--- src/rtl/regfile_pkg.sv ---
// regfile_pkg: shared widths and the write-back queue entry type
package regfile_pkg;
    localparam int REG_ADDR_W = 5;
    localparam int DATA_W = 32;
    localparam int NUM_REGS = 32;
    localparam logic [REG_ADDR_W-1:0] ZERO_REG = 5'd0;
    typedef struct packed {
        logic [REG_ADDR_W-1:0] rd;
        logic [DATA_W-1:0]     data;
    } wb_entry_t;
endpackage

--- src/rtl/wb_fifo.sv ---
// wb_fifo: circular write-back queue, two write lanes (lane 0 older), one read lane
module wb_fifo
    import regfile_pkg::*;
#(
    parameter int DEPTH = 4
) (
    input  logic                                  clk,
    input  logic                                  rst,
    input  logic                                  push0,
    input  logic                                  push1,
    input  wb_entry_t                             din0,
    input  wb_entry_t                             din1,
    input  logic                                  pop,
    output wb_entry_t                             head,
    output logic [$clog2(DEPTH):0]                count,
    output logic [DEPTH-1:0]                      ent_valid,
    output logic [DEPTH-1:0][REG_ADDR_W-1:0]      ent_rd
);
    localparam int AW = $clog2(DEPTH);
    localparam int CW = AW + 1;
    wb_entry_t mem [DEPTH];
    logic [AW-1:0] wptr, rptr, wptr1;
    // lane 1 lands behind lane 0 only when lane 0 also writes
    assign wptr1 = wptr + AW'(push0);
    assign head = mem[rptr];
    always_ff @(posedge clk) begin
        if (push0) mem[wptr] <= din0;
        if (push1) mem[wptr1] <= din1;
    end
    always_ff @(posedge clk or posedge rst) begin
        if (rst) begin
            wptr  <= '0;
            rptr  <= '0;
            count <= '0;
        end else begin
            wptr  <= wptr + AW'(push0) + AW'(push1);
            rptr  <= rptr + AW'(pop);
            count <= count + CW'(push0) + CW'(push1) - CW'(pop);
        end
    end
    for (genvar i = 0; i < DEPTH; i++) begin : g_ent
        logic [AW-1:0] off;
        assign off = AW'(i) - rptr;
        assign ent_valid[i] = {1'b0, off} < count;
        assign ent_rd[i] = mem[i].rd;
    end
endmodule

--- src/rtl/regfile_writer.sv ---
// regfile_writer: merges ALU and load results into an in-order queue and
// retires one register-file write per clock, publishing a pending mask.
module regfile_writer
    import regfile_pkg::*;
#(
    parameter int DEPTH = 4
) (
    input  logic                    clk,
    input  logic                    rst,
    input  logic                    alu_valid,
    output logic                    alu_ready,
    input  logic [REG_ADDR_W-1:0]   alu_rd,
    input  logic [DATA_W-1:0]       alu_data,
    input  logic                    mem_valid,
    output logic                    mem_ready,
    input  logic [REG_ADDR_W-1:0]   mem_rd,
    input  logic [DATA_W-1:0]       mem_data,
    output logic [REG_ADDR_W-1:0]   Write_register,
    output logic [DATA_W-1:0]       Write_data,
    output logic                    RegWrite,
    output logic [NUM_REGS-1:0]     pending,
    output logic [$clog2(DEPTH):0]  count
);
    localparam int CW = $clog2(DEPTH) + 1;
    logic [CW-1:0] free;
    logic mem_acc, alu_acc, pop;
    wb_entry_t din0, din1, head;
    logic [DEPTH-1:0] ent_valid;
    logic [DEPTH-1:0][REG_ADDR_W-1:0] ent_rd;
    // ALU needs two free slots so a simultaneous load always fits in front of it
    assign free = CW'(DEPTH) - count;
    assign mem_ready = free != '0;
    assign alu_ready = free > CW'(1);
    assign mem_acc = mem_valid && mem_ready && mem_rd != ZERO_REG;
    assign alu_acc = alu_valid && alu_ready && alu_rd != ZERO_REG;
    assign din0 = mem_acc ? wb_entry_t'{rd: mem_rd, data: mem_data} : wb_entry_t'{rd: alu_rd, data: alu_data};
    assign din1 = wb_entry_t'{rd: alu_rd, data: alu_data};
    assign pop = count != '0;
    wb_fifo #(.DEPTH(DEPTH)) u_fifo (
        .clk      (clk),
        .rst      (rst),
        .push0    (mem_acc | alu_acc),
        .push1    (mem_acc & alu_acc),
        .din0     (din0),
        .din1     (din1),
        .pop      (pop),
        .head     (head),
        .count    (count),
        .ent_valid(ent_valid),
        .ent_rd   (ent_rd)
    );
    always_ff @(posedge clk or posedge rst) begin
        if (rst) begin
            RegWrite       <= 1'b0;
            Write_register <= '0;
            Write_data     <= '0;
        end else begin
            RegWrite <= pop;
            if (pop) begin
                Write_register <= head.rd;
                Write_data     <= head.data;
            end
        end
    end
    always_comb begin
        pending = '0;
        if (RegWrite) pending[Write_register] = 1'b1;
        for (int k = 0; k < DEPTH; k++)
            if (ent_valid[k]) pending[ent_rd[k]] = 1'b1;
        pending[0] = 1'b0;
    end
endmodule

--- config.mk ---
export PLATFORM = sky130hd
export DESIGN_NAME = regfile_writer
export DESIGN_NICKNAME = d
export VERILOG_FILES = /design/src/rtl/regfile_pkg.sv /design/src/rtl/wb_fifo.sv /design/src/rtl/regfile_writer.sv
export SDC_FILE = /design/constraint.sdc
export NUM_CORES = 1
export LEC_CHECK = 0
export BUFFER_PORTS_ARGS = -buffer_cell sky130_fd_sc_hd__buf_2
export CAP_MARGIN = 15
export CELL_PAD_IN_SITES_DETAIL_PLACEMENT = 0
export CELL_PAD_IN_SITES_GLOBAL_PLACEMENT = 1
export CORE_ASPECT_RATIO = 1.5
export CORE_MARGIN = 2
export CORE_UTILIZATION = 47
export DETAILED_ROUTE_END_ITERATION = 7
export GPL_ROUTABILITY_DRIVEN = 0
export PLACE_DENSITY_LB_ADDON = 0.08
export SYNTH_ARGS = -nofsm -noshare
export SYNTH_HDL_FRONTEND = slang
export SYNTH_SLANG_ARGS = --single-unit
--- constraint.sdc ---
create_clock -name clk -period 6.31 [get_ports clk]
set_clock_uncertainty 0.2 [all_clocks]
set_input_delay 1.262 -clock clk [delete_from_list [all_inputs] [get_ports clk]]
set_output_delay 1.262 -clock clk [all_outputs]
set_load 0.005 [all_outputs]
==> summary.txt <==
Yosys
  • Syn nets: 937
  • Post-synthesis mux area share: around 23%
  • Sequential share of the synthesized area: 52.0%
  • Largest family of logic cells by synthesized area: multiplexers
  • Post-synthesis register bit count: about 190
  • Post-Syn Instances: roughly 850
  • Post-synth EDFFs: between 100 and 150
  • Adder-cell share of the synthesized area: between 1.5 and 2%
  • Synth cell types: 66
  • Post-Synth XOR/XNOR Area: 0.642%
  • Compound-cell area share of the yosys netlist: roughly 7.3%
  • Post-synth ARST share: approximately a quarter
  • Top FF cell, synth: edfxtp_1
  • Total number of yosys warnings: 0
  • Post-Syn Area: 10700 um^2
  • Simple-gate share of the synthesized area: 12.1%
  • Syn Area/Cell: about 13 um^2

Cells and area
  • Final core occ: 55.0%
  • Multi-input gate area in the final layout: 4880 um^2
  • Synthesis-to-finish area growth: 14.8%
  • Layout Nets: approximately 1.1k
  • Final cell count without fillers: ~1.3k
  • Sequential cell area: around 5600 um^2
  • Post-route cell area: around 12000 um^2
  • Fraction of layout cells with a size suffix above 1: 39.4%
  • FILL cells: about 2.0k

Setup path
  • Critical Path RT: 4850 ps
  • Worst-path maximum fanout: 40
  • R2R Setup Slk: ~2000 ps
  • Kind of critical path: flop to output port
  • CP Capture Type: output port
  • Arr. time, crit path: about 3500 ps
  • Startpoint types: flop

Clock network
  • Worst-case clock buffer depth: 2
  • Number of post-CTS setup repair buffers: 0
  • PostCTS Resize Cnt: 0
  • CTS Buf Count: 17
  • Clock Pin Slew Worst Setup and Hold Paths: roughly 60 ps
  • Hold_buf cts: 0
  • CTS root buf: clkbuf_16
  • Worst skew pair latency: roughly 440 ps
  • Htree depth: 4
  • Clk sink count: about 190
  • CTS tree: done

Floorplan
  • # rows: between 60 and 70
  • Initial core utilization: between 40% and 50%
  • Die width: ~130 um
  • Die H: 189 um
  • Core region area: between 20000 and 25000 um^2
  • # IOs: ~150
  • Die ar.: approximately 24000 um^2

STA
  • Setup TNS: 0 ps
  • Finish-stage setup viols: 0
  • Period utilization: roughly 80%
  • RSZ-0062 raised after global routing: no
  • Peak Freq: about 0.20 GHz
  • Setup ws final: ~1400 ps
  • Hold WS: between 200 and 300 ps
  • Fin crit period: around 4900 ps
  • Relative max-transition margin: a little over 30%
  • Slew at the pin closest to its max-slew limit: 1030 ps
  • Fin. max-slew vios: 0
  • Final hold vios: 0

Drt
  • Routed len/inst: between 20 and 25 um
  • ANT nets after route: 0
  • Vias: 7716
  • Final wirelength: 30.2 mm
  • DRT iter0 DRCs: 533
  • Initial DRT Pass Iterations: 5
  • Via/cell ratio: around 6.0
  • Drc violations: 0

Place
  • Port Buf Inserts: 151
  • DP Wirelength: between 20 and 25 mm
  • Placement Setup Slack: 1220 ps
  • Placed cells: between 1k and 1.5k
  • Placed cell area: about 12000 um^2

Worst hold path
  • Hold Path Class: flop to flop

Global route
  • Grt ovf: 0
  • Overall Global Routing Usage: 25.7%
  • Vias in the first global route: roughly 7.6k
  • Antenna violations before repair: 5
  • Largest net degree at the start of global routing: 46
  • Global-route wire length before repair: about 46 mm

Run status
  • Status: finished clean

Power
  • Leak: about 4.8 nW
  • Final Power: between 6 and 7 mW
  • Peak VDD IR: roughly 270 uV
  • PD cells: roughly 550 nW/um^2

Job
  • Maxcap violations: 0
cell usage in the layout, fill, tap and decap left out, types with 16 or more instances in the layout:
cell       synthesis  routed
mux2_2           141     141
nor2_1            40      40
edfxtp_1         148     148
mux4_2            37      37
buf_2              5     151
o22ai_1           18      17
clkbuf_16          0      19
o21ai_0           17      16
dfrtp_1           45      43
inv_1             19      18
nand3_1           24      24
or3_1             17      17
nand2_1          148     147
cell usage after synthesis, drive strengths merged, types with 2 or more instances:
cell type,count,area (um^2)
and2b,2,15.0
o21a,2,15.0
nand4b,2,17.5
dfrtp,45,1130
a22oi,9,67.6
xor2,3,26.3
xnor2,4,42.6
nor3,11,55.1
nand2,148,556
inv,19,71.3
a221o,2,20.0
a21boi,2,15.0
a2111oi,4,110
a221oi,3,26.3
or3,17,106
nor2,41,156
nand4,2,12.5
nand2b,6,40.0
edfxtp,148,4440
ha,12,150
mux2,144,1620
o21bai,2,15.0
o2bb2a,2,20.0
o22ai,18,113
a31oi,2,12.5
nor2b,7,43.8
clkbuf,21,78.8
fa,2,40.0
nand3,24,120
a32oi,4,35.0
o21ai,19,106
mux4,37,833
nor3b,6,45.0
a21oi,14,77.6
o221ai,2,17.5
buf,24,195
a211o,2,17.5
o32ai,2,17.5
and2,2,12.5
nand3b,10,75.1
o211ai,6,45.0
worst max-delay path, cell delays in order (launching register included):
cell      delay (ps)
dfrtp_2          370
buf_4            560
inv_1            110
ha_1             310
a21boi_0         130
o21ai_1          460
nor2b_1          480
a32oi_1          290
o211ai_1         160
buf_2            150
cell type report:
| cell class | instances | share of cell area [%] |
|---|---|---|
| flip-flops and latches | 193 | 45.3 |
| multi-input cells | 588 | 39.7 |
| repair buffers | 165 | 7.10 |
| clock buffers | 25 | 4.13 |
| well taps | 276 | 2.81 |
| inverters | 19 | 0.579 |
| clock inverters | 7 | 0.376 |
| diodes | 4 | 0.0813 |
layer usage:
metal,up-vias,part of all wire [%],GRT usage (%),wire length [um]
li1,3481,-,-,-
met1,3904,38,29.7,11600
met2,266,54,46.3,16300
met3,63,4.3,4.89,1290
met4,2,3.3,10.9,1000
met5,-,0.043,0,13
kinds of logic (layout without fill, tap and decap cells):
group	Yosys count	after routing
AO/OA/AOI/OAI	101	101
other	1	5
buffers and inverters	64	216
multiplexers	181	181
adder cells (fa/ha/maj)	14	14
flip-flops	193	193
AND/OR/NAND/NOR	284	284
XOR/XNOR	7	7
sequential cells by signal, indices dropped and copies added, names as in the netlist:
name,cells
Write_data,32
u_fifo.rptr,2
u_fifo.mem,148
u_fifo.count,3
RegWrite,1
u_fifo.wptr,2
Write_register,5
power breakdown:
| part | switching (mW) | total (mW) | internal [mW] |
|---|---|---|---|
| registers | 0.341 | 2.48 | 2.14 |
| logic | 1.89 | 3.24 | 1.36 |
| clock network | 0.470 | 1.03 | 0.564 |
path summary, 6_finish.rpt:
kind / startpoint / to / cells after the start
setup reg to reg: u_fifo.count[1] / u_fifo.mem[2][24] / 11
min in group asynchronous: rst / Write_data[4] / 3
max in group asynchronous: rst / u_fifo.rptr[1] / 3
hold / removal: Write_data[24] / Write_data[24] / 2
setup / recovery: u_fifo.rptr[1] / pending[16] / 9
hold reg to reg: Write_data[24] / Write_data[24] / 2
Power figures use the tool's default switching activity.
